==> config.mk <==
export PLATFORM = sky130hd
export DESIGN_NAME = mod_mult_arbiter
export DESIGN_NICKNAME = d
export VERILOG_FILES = /design/src/rtl/mod_mult_arbiter.sv
export SDC_FILE = /design/constraint.sdc
export NUM_CORES = 1
export LEC_CHECK = 0
export CAP_MARGIN = 20
export CORE_AREA = 2 2 607 609
export DETAILED_ROUTE_END_ITERATION = 10
export DIE_AREA = 0 0 609 611
export PLACE_DENSITY_LB_ADDON = 0.3
export SLEW_MARGIN = 15
export SYNTH_ARGS = -nofsm -noshare
export SYNTH_HDL_FRONTEND = slang
export SYNTH_SLANG_ARGS = --single-unit
==> constraint.sdc <==
create_clock -name clk_i -period 1.82 [get_ports clk_i]
set_input_delay 0.364 -clock clk_i [delete_from_list [all_inputs] [get_ports clk_i]]
set_output_delay 0.364 -clock clk_i [all_outputs]
set_load 0.1 [all_outputs]
==> src/rtl/mod_mult_arbiter.sv <==
// Round-robin arbiter sharing one modular multiplier among NREQ requesters.
// Optional watchdog on the multiplier wait, enabled by MM_ARB_TIMEOUT_EN.
module mod_mult_arbiter #(
   parameter int N       = 192,
   parameter int NREQ    = 2,
   parameter int TIMEOUT = 4096
) (
   input  logic              clk_i,
   input  logic              reset_i,
   input  logic [NREQ-1:0]   req_i,
   input  logic [NREQ*N-1:0] op_a_i,
   input  logic [NREQ*N-1:0] op_b_i,
   output logic [NREQ-1:0]   gnt_o,
   output logic [NREQ-1:0]   done_o,
   output logic [N-1:0]      result_o,
   output logic              busy_o,
   output logic              err_o,
   output logic [N-1:0]      mul_a_o,
   output logic [N-1:0]      mul_b_o,
   output logic              mul_rst_o,
   input  logic [N-1:0]      mul_m_i,
   input  logic              mul_flag_i
);

   localparam int PW = (NREQ > 1) ? $clog2(NREQ) : 1;

   typedef enum logic [1:0] {
      S_IDLE,
      S_LOAD,
      S_WAIT,
      S_DONE
   } state_e;

   state_e            state_q;
   logic [PW-1:0]     ptr_q;
   logic [PW-1:0]     idx_q;
   logic [NREQ-1:0]   gnt_q;
   logic [NREQ-1:0]   done_q;
   logic              err_q;
   logic              busy_q;
   logic [N-1:0]      result_q;
   logic [N-1:0]      mul_a_q;
   logic [N-1:0]      mul_b_q;
   logic              mul_rst_q;
`ifdef MM_ARB_TIMEOUT_EN
   logic [31:0]       cnt_q;
`endif

   logic [2*NREQ-1:0] dbl_d;
   logic [NREQ-1:0]   rot_d;
   int                off_d;
   int                sum_d;
   logic [PW-1:0]     sel_d;
   logic [N-1:0]      a_sel_d;
   logic [N-1:0]      b_sel_d;

   // Rotate requests so bit 0 is the requester at ptr, then take lowest set.
   always_comb begin
      dbl_d = {req_i, req_i} >> ptr_q;
      rot_d = dbl_d[NREQ-1:0];
      off_d = 0;
      for (int k = NREQ - 1; k >= 0; k--) begin
         if (rot_d[k]) off_d = k;
      end
      sum_d = 32'(ptr_q) + off_d;
      if (sum_d >= NREQ) sum_d = sum_d - NREQ;
      sel_d = PW'(sum_d);
   end

   always_comb begin
      a_sel_d = '0;
      b_sel_d = '0;
      for (int k = 0; k < NREQ; k++) begin
         if (sel_d == PW'(k)) begin
            a_sel_d = op_a_i[k*N +: N];
            b_sel_d = op_b_i[k*N +: N];
         end
      end
   end

   always_ff @(posedge clk_i) begin
      if (!reset_i) begin
         state_q   <= S_IDLE;
         ptr_q     <= '0;
         idx_q     <= '0;
         gnt_q     <= '0;
         done_q    <= '0;
         err_q     <= 1'b0;
         busy_q    <= 1'b0;
         result_q  <= '0;
         mul_a_q   <= '0;
         mul_b_q   <= '0;
         mul_rst_q <= 1'b1;
`ifdef MM_ARB_TIMEOUT_EN
         cnt_q     <= '0;
`endif
      end else begin
         unique case (state_q)
            S_IDLE: begin
               if (|req_i) begin
                  idx_q   <= sel_d;
                  gnt_q   <= NREQ'(1) << sel_d;
                  mul_a_q <= a_sel_d;
                  mul_b_q <= b_sel_d;
                  busy_q  <= 1'b1;
                  state_q <= S_LOAD;
               end
            end
            S_LOAD: begin
               mul_rst_q <= 1'b0;
               state_q   <= S_WAIT;
`ifdef MM_ARB_TIMEOUT_EN
               cnt_q     <= '0;
`endif
            end
            S_WAIT: begin
               if (mul_flag_i) begin
                  result_q  <= mul_m_i;
                  done_q    <= gnt_q;
                  mul_rst_q <= 1'b1;
                  state_q   <= S_DONE;
               end
`ifdef MM_ARB_TIMEOUT_EN
               else if (cnt_q == 32'(TIMEOUT - 1)) begin
                  result_q  <= '0;
                  err_q     <= 1'b1;
                  done_q    <= gnt_q;
                  mul_rst_q <= 1'b1;
                  state_q   <= S_DONE;
               end else begin
                  cnt_q <= cnt_q + 32'd1;
               end
`endif
            end
            S_DONE: begin
               gnt_q   <= '0;
               done_q  <= '0;
               err_q   <= 1'b0;
               busy_q  <= 1'b0;
               ptr_q   <= (idx_q == PW'(NREQ - 1)) ? '0 : idx_q + PW'(1);
               state_q <= S_IDLE;
            end
            default: state_q <= S_IDLE;
         endcase
      end
   end

   assign gnt_o     = gnt_q;
   assign done_o    = done_q;
   assign err_o     = err_q;
   assign busy_o    = busy_q;
   assign result_o  = result_q;
   assign mul_a_o   = mul_a_q;
   assign mul_b_o   = mul_b_q;
   assign mul_rst_o = mul_rst_q;

endmodule

Word-level counts from Yosys, hierarchy flattened

Cells that the tools add are included.

Flip-flop bits (word level): 586
Input port bits: 965
Output and inout bits: 583
Logic and storage cells: 49

Add/sub/neg operators: 3
Order comparisons: 1
Equality and inequality tests: 5
Shifts and indexed selects: 2
Mux-type cells: 17
Reductions and logical operators: 11

Operators with widths:

| kind                                                              | number |
|---|---|
| 192-bit 2-to-1 mux                                                | 2 |
| 2-bit AND reduction                                               | 6 |
| 2-bit 2-to-1 mux                                                  | 4 |
| 2-bit one-hot mux with 2 select lines                             | 2 |
| 2-bit one-hot mux with 4 select lines                             | 1 |
| 1-bit 2-to-1 mux                                                  | 6 |
| 2-bit nonzero test                                                | 3 |
| 2-bit == test, second input constant                              | 2 |
| 2-bit != test, second input constant                              | 2 |
| 1-bit one-hot mux with 2 select lines                             | 2 |
| 4-bit by 1-bit right shift with 2-bit output                      | 1 |
| 1-bit by 1-bit adder with 2-bit output                            | 1 |
| 2-bit by 1-bit == test with 1-bit output, second input constant   | 1 |
| 2-bit >= comparator, second input constant                        | 1 |
| 2-bit zero test                                                   | 1 |
| 2-bit OR reduction                                                | 1 |
| 1-bit by 1-bit left shift with 2-bit output, first input constant | 1 |
| 1-bit adder, second input constant                                | 1 |
| 1-bit subtractor, second input constant                           | 1 |

Longest topological paths before layout

Gate-level depths: netlist of run 1.

Depth after elaboration: 9
Depth in mapped cells: 8
Mapped depth without buffers: 5

Worst setup path after synthesis of run 1

OpenSTA, ideal clock, no wires.

Kind: reg-to-reg
Start: register state_q[0]
End: register mul_a_q[52] (netlist: mul_a_o[52])
Library setup time: 132 ps
Arrival time: 1507 ps
Required time: 1688 ps
Setup slack: 181 ps
Stages on the path, launching flop included: 8
Path buffers: 3
Clock period less this slack: 1639 ps
Path through: dfxtp_1 inv_1 ha_1 buf_2 buf_2 buf_1 o2111ai_1 nor3b_1

Cells in the longest elaborated chain, start to end: 2

Ends and longest elaborated chain:

| what                          | RTL line | source |
|---|---|---|
| start: declaration            | 34       | `state_e state_q;` |
| start signal: assignment      | 83       | `state_q <= S_IDLE;` |
| start signal: assignment      | 106      | `state_q <= S_LOAD;` |
| start signal: assignment      | 111      | `state_q <= S_WAIT;` |
| 2-bit zero test               | 98       | `unique case (state_q)` |
| 2-bit AND reduction (no line) | n/a      |  |
| end signal: assignment        | 103      | `mul_a_q <= a_sel_d;` |
| end: declaration              | 42       | `logic [N-1:0] mul_a_q;` |

No other way between the ends.
A chain may end at the register's enable or synchronous reset.

Worst setup path in the final report of run 1

Start: register state_q[0]
End: register mul_a_q[190] (netlist: mul_a_o[190])

Same word-level chain as after synthesis.

==> results.sh, run 1 <==
export IMPL_final_setup_tns_ps=-66310
export IMPL_buffer_ports_inserted=1546
export IMPL_postSynth_asyncResetShare_pct=0
export IMPL_synthFlopType="sky130_fd_sc_hd__dfxtp_1"
export IMPL_placementRows=222
export IMPL_synth_ff_latch_count=586
export IMPL_first_iter_violations=2913
export IMPL_synth_cells=3625
export IMPL_first_pass_iters=6
export IMPL_crit_path_setup_slack_layout_ps=-292
export IMPL_clock_sinks=586
export IMPL_pins_over_their_slew_limit=0
export IMPL_pnr_total_power_mw=116
export IMPL_ys_warn_count=0
export IMPL_post_place_cells=9859
export IMPL_core_area_um2=365000
export IMPL_post_synth_main_area_contributors="sky130_fd_sc_hd__dfxtp_1 (40%), sky130_fd_sc_hd__a2111oi_0 (11%), sky130_fd_sc_hd__o2111ai_1 (11%)"
export IMPL_worst_ep_required_time_ps=2480
export IMPL_hold_viol=0
export IMPL_synth_cell_area_um2=29500
export IMPL_crit_path_start_kind="register"
export IMPL_post_route_cells_drive_above_1_share_pct=25.4
export IMPL_cts_root_buffer_cell="sky130_fd_sc_hd__clkbuf_16"
export IMPL_timing_critical_path_to_type="register"
export IMPL_timing_final_crit_share_pct=116
export IMPL_cts_made_buffers=90
export IMPL_layout_cell_area_non_filler_um2=64900
export IMPL_tightest_slew_ps=725
export IMPL_postPlaceCellArea_um2=58500
export IMPL_final_seq_area_um2=11800
export IMPL_nNetsFinal=6195
export IMPL_cts_tree="built"
export IMPL_synth_largest_area_cell="sky130_fd_sc_hd__dfxtp_1"
export IMPL_global_route_overflow_total=0
export IMPL_synth_yosys_seq_area_share_pct=39.8
export IMPL_ir_drop_mv=1.13
export IMPL_track_usage_pct=13.9
export IMPL_timing_critical_path_fanout_max=23
export IMPL_report_final_setup_viol=605
export IMPL_status="finished with violations"
export IMPL_hold_class="input port to register"
export IMPL_clock_latency_ps=830
export IMPL_place_worst_setup_slack_ps=-877
export IMPL_die_area_um2=372000
export IMPL_largest_net_degree_at_the_start_of_global_routing=106
export IMPL_cp_data_arrival_time_ps=2770
export IMPL_dieHeight_um=611
export IMPL_final_instance_count_excl_fill=10100
export IMPL_netlist_area_leader_share_pct=39.8
export IMPL_route_final_wire_length_mm=278
export IMPL_cts_root_to_sink_buffers=4
export IMPL_cellLeakagePower_nw=22.4
export IMPL_filler_cell_count=40500
export IMPL_number_of_enable_type_register_cells_in_the_synthesized_netlist=0
export IMPL_critPathKind="register to register"
export IMPL_grt_first_pass_wirelength_mm=357
export IMPL_netlist_cell_type_count=28
export IMPL_routed_via_count=38500
export IMPL_io_pins=1548
export IMPL_setup_repair_after_global_routing_missed_its_margin="true"
export IMPL_htree_num_levels=3
export IMPL_gp_congestion=0.918
export IMPL_failed_checks="negative setup slack"
export IMPL_synth_top_cells_by_count="sky130_fd_sc_hd__dfxtp_1 (586), sky130_fd_sc_hd__nand2_1 (389), sky130_fd_sc_hd__inv_1 (388)"
export IMPL_floorplan_initialDensity_pct=8.08
export IMPL_first_global_vias=37200
export IMPL_antenna_found_initial=130
export IMPL_syn_nets=4595
export IMPL_fmax_ghz=0.473
export IMPL_syn_avg_cell_area_um2=8.13
export IMPL_drc_violations_left=0
export IMPL_hpwl_mm=224
export IMPL_final_period_minus_worst_setup_slack_ps=2110
export IMPL_clkTransAtPathRegs_ps=70
export IMPL_maximum_capacitance_violations=0
export IMPL_route_detailed_vias_per_inst=3.79
export IMPL_worst_slew_margin_rel_pct=50.4
export IMPL_timing_hold_worst_path_depth=3
export IMPL_antenna_violating_nets_post_route=0
export IMPL_ff2ff_path_depth=9
export IMPL_timing_clock_skew_ps=122
export IMPL_cellPowerDensity_nw_per_um2=1790
export IMPL_post_drt_wl_per_cell_um=27.4
export IMPL_area_of_combinational_cells_with_multiple_inputs_um2=15500
export IMPL_area_growth_pct=120
export IMPL_post_synth_top_count_cell="sky130_fd_sc_hd__dfxtp_1"
export IMPL_die_w_um=609
## critical path, stage by stage (launching register included)
cell                        delay (ps)
sky130_fd_sc_hd__dfxtp_2           330
sky130_fd_sc_hd__inv_2              70
sky130_fd_sc_hd__ha_4              140
sky130_fd_sc_hd__buf_12            140
sky130_fd_sc_hd__buf_12            130
sky130_fd_sc_hd__inv_16             50
sky130_fd_sc_hd__buf_16            280
sky130_fd_sc_hd__buf_6             160
sky130_fd_sc_hd__a2111oi_1         360
sky130_fd_sc_hd__nor3b_1           100
## through the flow
step	util (%)	hold slack [ps]
after floorplan	-	417
after global placement	16.0	422
after detailed placement	16.0	442
after CTS	17.3	1.06
after global routing	17.8	48.5
final	17.8	103
## kinds of logic (layout without fill, tap and decap cells)
group / Yosys count / count (layout) / synth area share (%)
AND/OR/NAND/NOR: 784 / 784 / 15.0
flip-flops: 586 / 586 / 39.8
AO/OA/AOI/OAI: 1365 / 1365 / 33.1
adder cells (fa/ha/maj): 5 / 5 / 0.212
buffers and inverters: 884 / 2546 / 11.9
other: 1 / 44 / 0.0127
## placed cells by master (no fill, tap or decap), types with 4 or more instances in the layout
cell,instances
sky130_fd_sc_hd__a2111oi_0,222
sky130_fd_sc_hd__a2111oi_1,66
sky130_fd_sc_hd__a2111oi_2,83
sky130_fd_sc_hd__a2111oi_4,14
sky130_fd_sc_hd__a21oi_1,197
sky130_fd_sc_hd__buf_12,672
sky130_fd_sc_hd__buf_16,25
sky130_fd_sc_hd__buf_4,270
sky130_fd_sc_hd__buf_6,21
sky130_fd_sc_hd__buf_8,8
sky130_fd_sc_hd__bufbuf_16,4
sky130_fd_sc_hd__bufinv_16,9
sky130_fd_sc_hd__clkbuf_1,15
sky130_fd_sc_hd__clkbuf_16,112
sky130_fd_sc_hd__clkbuf_8,13
sky130_fd_sc_hd__clkdlybuf4s50_1,962
sky130_fd_sc_hd__clkinv_2,16
sky130_fd_sc_hd__clkinvlp_4,6
sky130_fd_sc_hd__dfxtp_1,576
sky130_fd_sc_hd__dfxtp_4,8
sky130_fd_sc_hd__diode_2,43
sky130_fd_sc_hd__dlygate4sd3_1,17
sky130_fd_sc_hd__ha_1,4
sky130_fd_sc_hd__inv_1,386
sky130_fd_sc_hd__nand2_1,388
sky130_fd_sc_hd__nor3b_1,346
sky130_fd_sc_hd__nor3b_2,40
sky130_fd_sc_hd__o2111ai_1,382
sky130_fd_sc_hd__o21a_1,4
sky130_fd_sc_hd__o21ai_0,295
sky130_fd_sc_hd__o21ai_1,69
sky130_fd_sc_hd__o21ai_2,15
sky130_fd_sc_hd__o21ai_4,10
## sequential cells by signal, summed over array words and instances, names as in the netlist
name	flops
mul_a_o	192
mul_b_o	192
result_o	192
done_o	2
gnt_o	2
state_q	2
busy_o	1
idx_q	1
mul_rst_o	1
ptr_q	1
## routing by layer
layer,global-route usage (%),routed length [µm]
met5,0,537
met2,23.1,131000
met3,4.03,20700
met1,17.2,116000
met4,4.35,9890
## power by group
part           switching (mW)  internal (mW)  leakage, nW  total [mW]
Sequential               5.44           16.9         4.83        22.3
Clock                    7.55           10.9         1.45        18.4
Combinational            48.2           27.5         16.1        75.7
Total                    61.2           55.2         22.4         116
## final timing paths
| kind | from | endpoint | slack [ps] |
|---|---|---|---|
| worst max-delay path | state_q[0] | mul_a_o[190] | -290 |
| worst min-delay path | mul_m_i[151] | result_o[151] | 100 |
| worst max register to register | state_q[0] | mul_a_o[190] | -290 |
| worst min register to register | idx_q | ptr_q | 460 |
## area by class of cell
class	count	share of cell area [%]
antenna	43	0.166
clock buffer	118	3.84
clock inverter	36	0.723
inverter	391	2.31
multi-input combinational	2155	23.9
sequential	586	18.1
tap	4816	9.29
timing repair buffer	2001	41.6
## what timing repair did
item,4_1_cts,5_1_grt
cloned,18,29
hold buffers,17,0
pin swaps,54,101
setup endpoints to repair,885,839
resized for setup,236,316
setup buffers,17,17
endpoints found under the hold margin,21,0
Power figures use the tool's default switching activity.
==> inputs of run 2 (changes only) <==
--- a/config.mk
+++ b/config.mk
@@ -10,6 +10,7 @@
 export DETAILED_ROUTE_END_ITERATION = 10
 export DIE_AREA = 0 0 609 611
 export PLACE_DENSITY_LB_ADDON = 0.3
+export REMOVE_ABC_BUFFERS = 1
 export SLEW_MARGIN = 15
 export SYNTH_ARGS = -nofsm -noshare
 export SYNTH_HDL_FRONTEND = slang
==> results.sh, run 2 (synthesized netlist as in run 1, its figures left out) <==
export IMPL_status="finished with violations"
export IMPL_failed_checks="negative setup slack"
export IMPL_timing_clock_skew_ps=62.3
export IMPL_crit_path_setup_slack_layout_ps=-144
export IMPL_cts_tree="built"
export IMPL_tightest_slew_ps=554
export IMPL_postPlaceCellArea_um2=58400
export IMPL_die_area_um2=372000
export IMPL_fmax_ghz=0.509
export IMPL_most_common_layout_cells="sky130_fd_sc_hd__clkdlybuf4s50_1 (962), sky130_fd_sc_hd__buf_12 (657), sky130_fd_sc_hd__dfxtp_1 (531)"
export IMPL_core_area_um2=365000
export IMPL_htree_num_levels=3
export IMPL_gp_congestion=0.891
export IMPL_routed_via_count=37400
export IMPL_cellPowerDensity_nw_per_um2=1770
export IMPL_cts_root_to_sink_buffers=4
export IMPL_report_final_setup_viol=299
export IMPL_cp_data_arrival_time_ps=2600
export IMPL_layout_cells_most_common="sky130_fd_sc_hd__clkdlybuf4s50_1"
export IMPL_crit_path_largest_cell_delay_ps=430
export IMPL_area_growth_pct=118
export IMPL_grt_first_pass_wirelength_mm=341
export IMPL_clkTransAtPathRegs_ps=60
export IMPL_maximum_capacitance_violations=0
export IMPL_crit_top_cell="sky130_fd_sc_hd__buf_12"
export IMPL_antenna_violating_nets_post_route=0
export IMPL_hold_class="input port to register"
export IMPL_final_setup_tns_ps=-12180
export IMPL_critical_path_cell_chain="inv_2 -> ha_4 -> buf_12 -> inv_16 -> buf_12 -> buf_4 -> a2111oi_0 -> nor3b_1"
export IMPL_worst_hold_slack_ps=115
export IMPL_hold_viol=0
export IMPL_io_pins=1548
export IMPL_worst_ep_required_time_ps=2450
export IMPL_place_worst_setup_slack_ps=-926
export IMPL_timing_critical_path_slowest_stage_cell="sky130_fd_sc_hd__a2111oi_0"
export IMPL_timing_final_crit_share_pct=108
export IMPL_final_period_minus_worst_setup_slack_ps=1960
export IMPL_first_pass_iters=5
export IMPL_placementRows=222
export IMPL_worst_slew_margin_rel_pct=62.1
export IMPL_filler_cell_count=40500
export IMPL_first_iter_violations=2331
export IMPL_clock_latency_ps=800
export IMPL_post_drt_wl_per_cell_um=26.2
export IMPL_dieHeight_um=611
export IMPL_pins_over_their_slew_limit=0
export IMPL_timing_critical_path_to_type="register"
export IMPL_route_final_wire_length_mm=264
export IMPL_fin_util_pct=17.6
export IMPL_die_w_um=609
export IMPL_ir_drop_mv=0.788
export IMPL_final_seq_area_um2=11900
export IMPL_nNetsFinal=6150
export IMPL_post_place_cells=9847
export IMPL_buffer_ports_inserted=1546
export IMPL_cts_root_buffer_cell="sky130_fd_sc_hd__clkbuf_16"
export IMPL_area_of_combinational_cells_with_multiple_inputs_um2=15600
export IMPL_hpwl_mm=215
export IMPL_track_usage_pct=13.3
export IMPL_global_route_overflow_total=0
export IMPL_timing_critical_path_fanout_max=18
export IMPL_first_global_vias=37000
export IMPL_post_route_cells_drive_above_1_share_pct=26.0
export IMPL_crit_path_start_kind="register"
export IMPL_floorplan_initialDensity_pct=8.08
export IMPL_clock_sinks=586
export IMPL_route_detailed_vias_per_inst=3.70
export IMPL_cts_made_buffers=90
export IMPL_pnr_total_power_mw=114
export IMPL_layout_cell_area_non_filler_um2=64300
export IMPL_setup_repair_after_global_routing_missed_its_margin="true"
export IMPL_critPathKind="register to register"
export IMPL_drc_violations_left=0
export IMPL_largest_net_degree_at_the_start_of_global_routing=82
export IMPL_cellLeakagePower_nw=22.0
export IMPL_antenna_found_initial=127
export IMPL_final_instance_count_excl_fill=10100
-- run 2: cell count changes in the layout (fill, tap and decap cells not counted), moves of 13 or more --
cell	before	now
sky130_fd_sc_hd__nor3b_1	346	359
sky130_fd_sc_hd__dfxtp_1	576	531
sky130_fd_sc_hd__a2111oi_2	83	117
sky130_fd_sc_hd__dfxtp_2	2	19
sky130_fd_sc_hd__buf_12	672	657
sky130_fd_sc_hd__dlygate4sd3_1	17	3
sky130_fd_sc_hd__dfxtp_4	8	36
sky130_fd_sc_hd__a2111oi_0	222	193
sky130_fd_sc_hd__nor3b_2	40	26
-- run 2: cell type report --
class	instances	share of cell area (%)
inverters	391	2.33
multi-input cells	2155	24.3
well taps	4816	9.38
clock buffers	132	4.02
diodes	36	0.140
flip-flops and latches	586	18.5
repair buffers	1956	40.9
clock inverters	24	0.514
-- run 2: where the power goes --
group	internal (mW)	switching [mW]
Clock	10.8	7.32
Sequential	16.9	4.84
Combinational	26.1	47.7
Total	53.8	59.9
-- run 2: timing repair --
item	CTS	global route
cloned	8	22
endpoints found under the setup margin	836	689
setup buffers	19	6
pin swaps	60	66
hold buffers	3	0
gates resized for setup	383	253
endpoints found under the hold margin	18	0
-- run 2: final timing paths --
path | start | endpoint | slack [ps] | cells after the start
max reg2reg | state_q[0] | mul_a_o[142] | -140 | 8
min reg2reg | idx_q | ptr_q | 440 | 1
min | mul_m_i[190] | result_o[190] | 120 | 3
max | state_q[0] | mul_a_o[142] | -140 | 8
-- run 2: worst max-delay path: cells and delay by family (launching register included) --
kind	cells	cell delay, ps
simple gates	1	100
flops	1	320
fa+ha+maj	1	200
buf+inv	5	680
compound gates	1	430
-- run 2: routing by layer --
metal | GRT usage, % | vias up | part of all wire, %
met5 | 0 | - | 0.15
met3 | 3.84 | 478 | 7.2
met4 | 5.37 | 56 | 4.7
met1 | 14.4 | 18500 | 37
li1 | - | 16700 | -
met2 | 24.1 | 1643 | 51
==> inputs of run 3 (changes only) <==
--- a/config.mk
+++ b/config.mk
@@ -6,9 +6,10 @@
 export NUM_CORES = 1
 export LEC_CHECK = 0
 export CAP_MARGIN = 20
-export CORE_AREA = 2 2 607 609
+export CORE_AREA = 2 2 603 605
 export DETAILED_ROUTE_END_ITERATION = 10
-export DIE_AREA = 0 0 609 611
+export DIE_AREA = 0 0 605 607
+export GPL_TIMING_DRIVEN = 0
 export PLACE_DENSITY_LB_ADDON = 0.3
 export REMOVE_ABC_BUFFERS = 1
 export SLEW_MARGIN = 15
==> constraint.sdc (replaced) <==
create_clock -name clk_i -period 2.5 [get_ports clk_i]
set_input_delay 0.5 -clock clk_i [delete_from_list [all_inputs] [get_ports clk_i]]
set_output_delay 0.5 -clock clk_i [all_outputs]
set_load 0.1 [all_outputs]
==> results.sh, run 3 (synthesized netlist as in run 1, its figures left out) <==
export IMPL_die_area_um2=367000
export IMPL_track_usage_pct=14.2
export IMPL_timing_clock_skew_ps=69.5
export IMPL_core_area_um2=361000
export IMPL_htree_num_levels=3
export IMPL_first_pass_iters=5
export IMPL_route_detailed_vias_per_inst=3.78
export IMPL_setup_reg_to_reg_worst_slack_ps=20
export IMPL_crit_top_cell="sky130_fd_sc_hd__buf_16"
export IMPL_crit_path_largest_cell_delay_ps=360
export IMPL_fmax_ghz=0.390
export IMPL_critical_path_top_delay_family="buffers and inverters"
export IMPL_rr_endpoint="mul_a_o[138]"
export IMPL_clock_latency_ps=810
export IMPL_ir_drop_mv=0.655
export IMPL_setup_repair_after_global_routing_missed_its_margin="true"
export IMPL_startpoint="req_i[1]"
export IMPL_report_final_setup_viol=32
export IMPL_global_route_overflow_total=0
export IMPL_pnr_total_power_mw=75.1
export IMPL_critical_path_cell_chain="buf_16 -> buf_16 -> buf_16 -> buf_16 -> o21a_4 -> buf_12 -> buf_16 -> buf_12 -> clkbuf_16 -> o21ai_0 -> nor3b_1"
export IMPL_hold_path_endpoint="mul_a_o[117]"
export IMPL_tightest_slew_ps=965
export IMPL_drc_violations_left=0
export IMPL_most_common_layout_cells="sky130_fd_sc_hd__clkdlybuf4s50_1 (975), sky130_fd_sc_hd__dfxtp_1 (580), sky130_fd_sc_hd__clkdlybuf4s15_2 (431)"
export IMPL_placementRows=221
export IMPL_timing_critical_path_slowest_stage_cell="sky130_fd_sc_hd__clkbuf_16"
export IMPL_status="finished with violations"
export IMPL_hold_class="input port to register"
export IMPL_clkTransAtPathRegs_ps=60
export IMPL_first_global_vias=36600
export IMPL_timing_final_crit_share_pct=102
export IMPL_cts_root_to_sink_buffers=4
export IMPL_clock_sinks=586
export IMPL_post_place_cells=9584
export IMPL_cp_data_arrival_time_ps=3220
export IMPL_post_route_cells_drive_above_1_share_pct=18.3
export IMPL_crit_path_start_kind="input port"
export IMPL_layout_cells_most_common="sky130_fd_sc_hd__clkdlybuf4s50_1"
export IMPL_cellPowerDensity_nw_per_um2=1320
export IMPL_critPathKind="input port to register"
export IMPL_cts_tree="built"
export IMPL_area_growth_pct=92.6
export IMPL_timing_critical_path_fanout_max=61
export IMPL_hold_viol=0
export IMPL_antenna_violating_nets_post_route=0
export IMPL_nNetsFinal=5918
export IMPL_cellLeakagePower_nw=18.8
export IMPL_dieHeight_um=607
export IMPL_io_pins=1548
export IMPL_place_worst_setup_slack_ps=-2810
export IMPL_grt_first_pass_wirelength_mm=355
export IMPL_crit_path_setup_slack_layout_ps=-61.0
export IMPL_critPathBufInv=8
export IMPL_antenna_found_initial=164
export IMPL_pins_over_their_slew_limit=0
export IMPL_hpwl_mm=197
export IMPL_first_iter_violations=2430
export IMPL_final_instance_count_excl_fill=9852
export IMPL_ff2ff_path_depth=10
export IMPL_timing_critical_path_to_type="register"
export IMPL_maximum_capacitance_violations=0
export IMPL_gp_congestion=0.895
export IMPL_post_drt_wl_per_cell_um=28.3
export IMPL_timing_hold_worst_path_depth=3
export IMPL_largest_net_degree_at_the_start_of_global_routing=150
export IMPL_floorplan_initialDensity_pct=8.17
export IMPL_worst_r2r_startpoint="state_q[0]"
export IMPL_min_from="reset_i"
export IMPL_failed_checks="negative setup slack"
export IMPL_cts_root_buffer_cell="sky130_fd_sc_hd__clkbuf_16"
export IMPL_die_w_um=605
export IMPL_routed_via_count=37300
export IMPL_worst_slew_margin_rel_pct=35.9
export IMPL_route_final_wire_length_mm=279
export IMPL_cts_made_buffers=95
export IMPL_fin_util_pct=15.7
export IMPL_worst_ep_required_time_ps=3160
export IMPL_final_setup_tns_ps=-754
export IMPL_final_period_minus_worst_setup_slack_ps=2560
export IMPL_buffer_ports_inserted=1546
run 3: cell count changes in the layout (fill, tap and decap cells not counted), sizes merged, moves of 2 or more:
cell           previous run  this run
and2                      1         3
buf                     970       241
bufbuf                    2        36
bufinv                    7         9
clkbuf                  151       155
clkdlybuf4s15             0       438
clkdlybuf4s18             0         7
clkdlybuf4s50           962       975
diode                    36        38
dlygate4sd2               0         5
dlygate4sd3               3         0
run 3: timing repair:
| item | CTS | global route |
|---|---|---|
| pin swaps | 6 | 5 |
| hold buffers | 0 | 0 |
| hold endpoints to repair | 0 | 0 |
| gates resized for setup | 1474 | 29 |
| cloned | 48 | 10 |
| buffers inserted | 22 | 2 |
| setup endpoints to repair | 932 | 218 |
run 3: worst max path at each step:
stage | depth (start not counted) | endpoint | slack (ps)
final | 11 | mul_a_o[138] | -60
after global placement | 5 | mul_a_o[57] | -47100
after floorplan | 5 | gnt_o[0] | -11990
after CTS | 12 | mul_a_o[41] | 0.3
after global routing | 12 | mul_a_o[168] | -1
after detailed placement | 13 | mul_a_o[168] | -2810
run 3: final cells by class:
class                           count  area (µm²)
Clock inverter                     24         384
Antenna cell                       38        95.1
Timing Repair Buffer             1712       19600
Inverter                          391        1510
Fill cell                       40900      304000
Tap cell                         4794        6000
Clock buffer                      145        2770
Sequential cell                   586       11700
Timing Repair inverter              3        26.3
Multi-Input combinational cell   2159       14700
run 3: per-stage QoR:
step | area [µm²] | hold WS, ps
2_1_floorplan | 27400 | 417
3_3_place_gp | 48900 | 422
5_1_grt | 56700 | 102
6_report | 56800 | 129
4_1_cts | 56400 | 38.7
3_5_place_dp | 51100 | 422
run 3: layer usage:
metal	share of wire, %	global-route usage (%)	up-vias
met4	4.8	6.05	122
met2	49	24.5	1742
li1	-	-	16300
met5	0.30	0	-
met1	37	15.7	18600
met3	8.7	4.97	558
run 3: worst reg2reg max path, cell delays in order, from the launching register on:
cell	delay, ps
sky130_fd_sc_hd__dfxtp_1	340
sky130_fd_sc_hd__inv_2	110
sky130_fd_sc_hd__ha_4	160
sky130_fd_sc_hd__buf_16	130
sky130_fd_sc_hd__o21a_4	140
sky130_fd_sc_hd__buf_12	170
sky130_fd_sc_hd__buf_16	150
sky130_fd_sc_hd__buf_12	220
sky130_fd_sc_hd__clkbuf_16	570
sky130_fd_sc_hd__o21ai_0	120
sky130_fd_sc_hd__nor3b_1	230
run 3: report_power, final:
part	leakage, nW	internal (mW)	switching [mW]	total [mW]
registers	4.83	12.2	1.79	14.0
clock network	1.53	8.51	5.57	14.1
logic	12.4	11.5	35.5	47.0
total	18.8	32.2	42.8	75.1
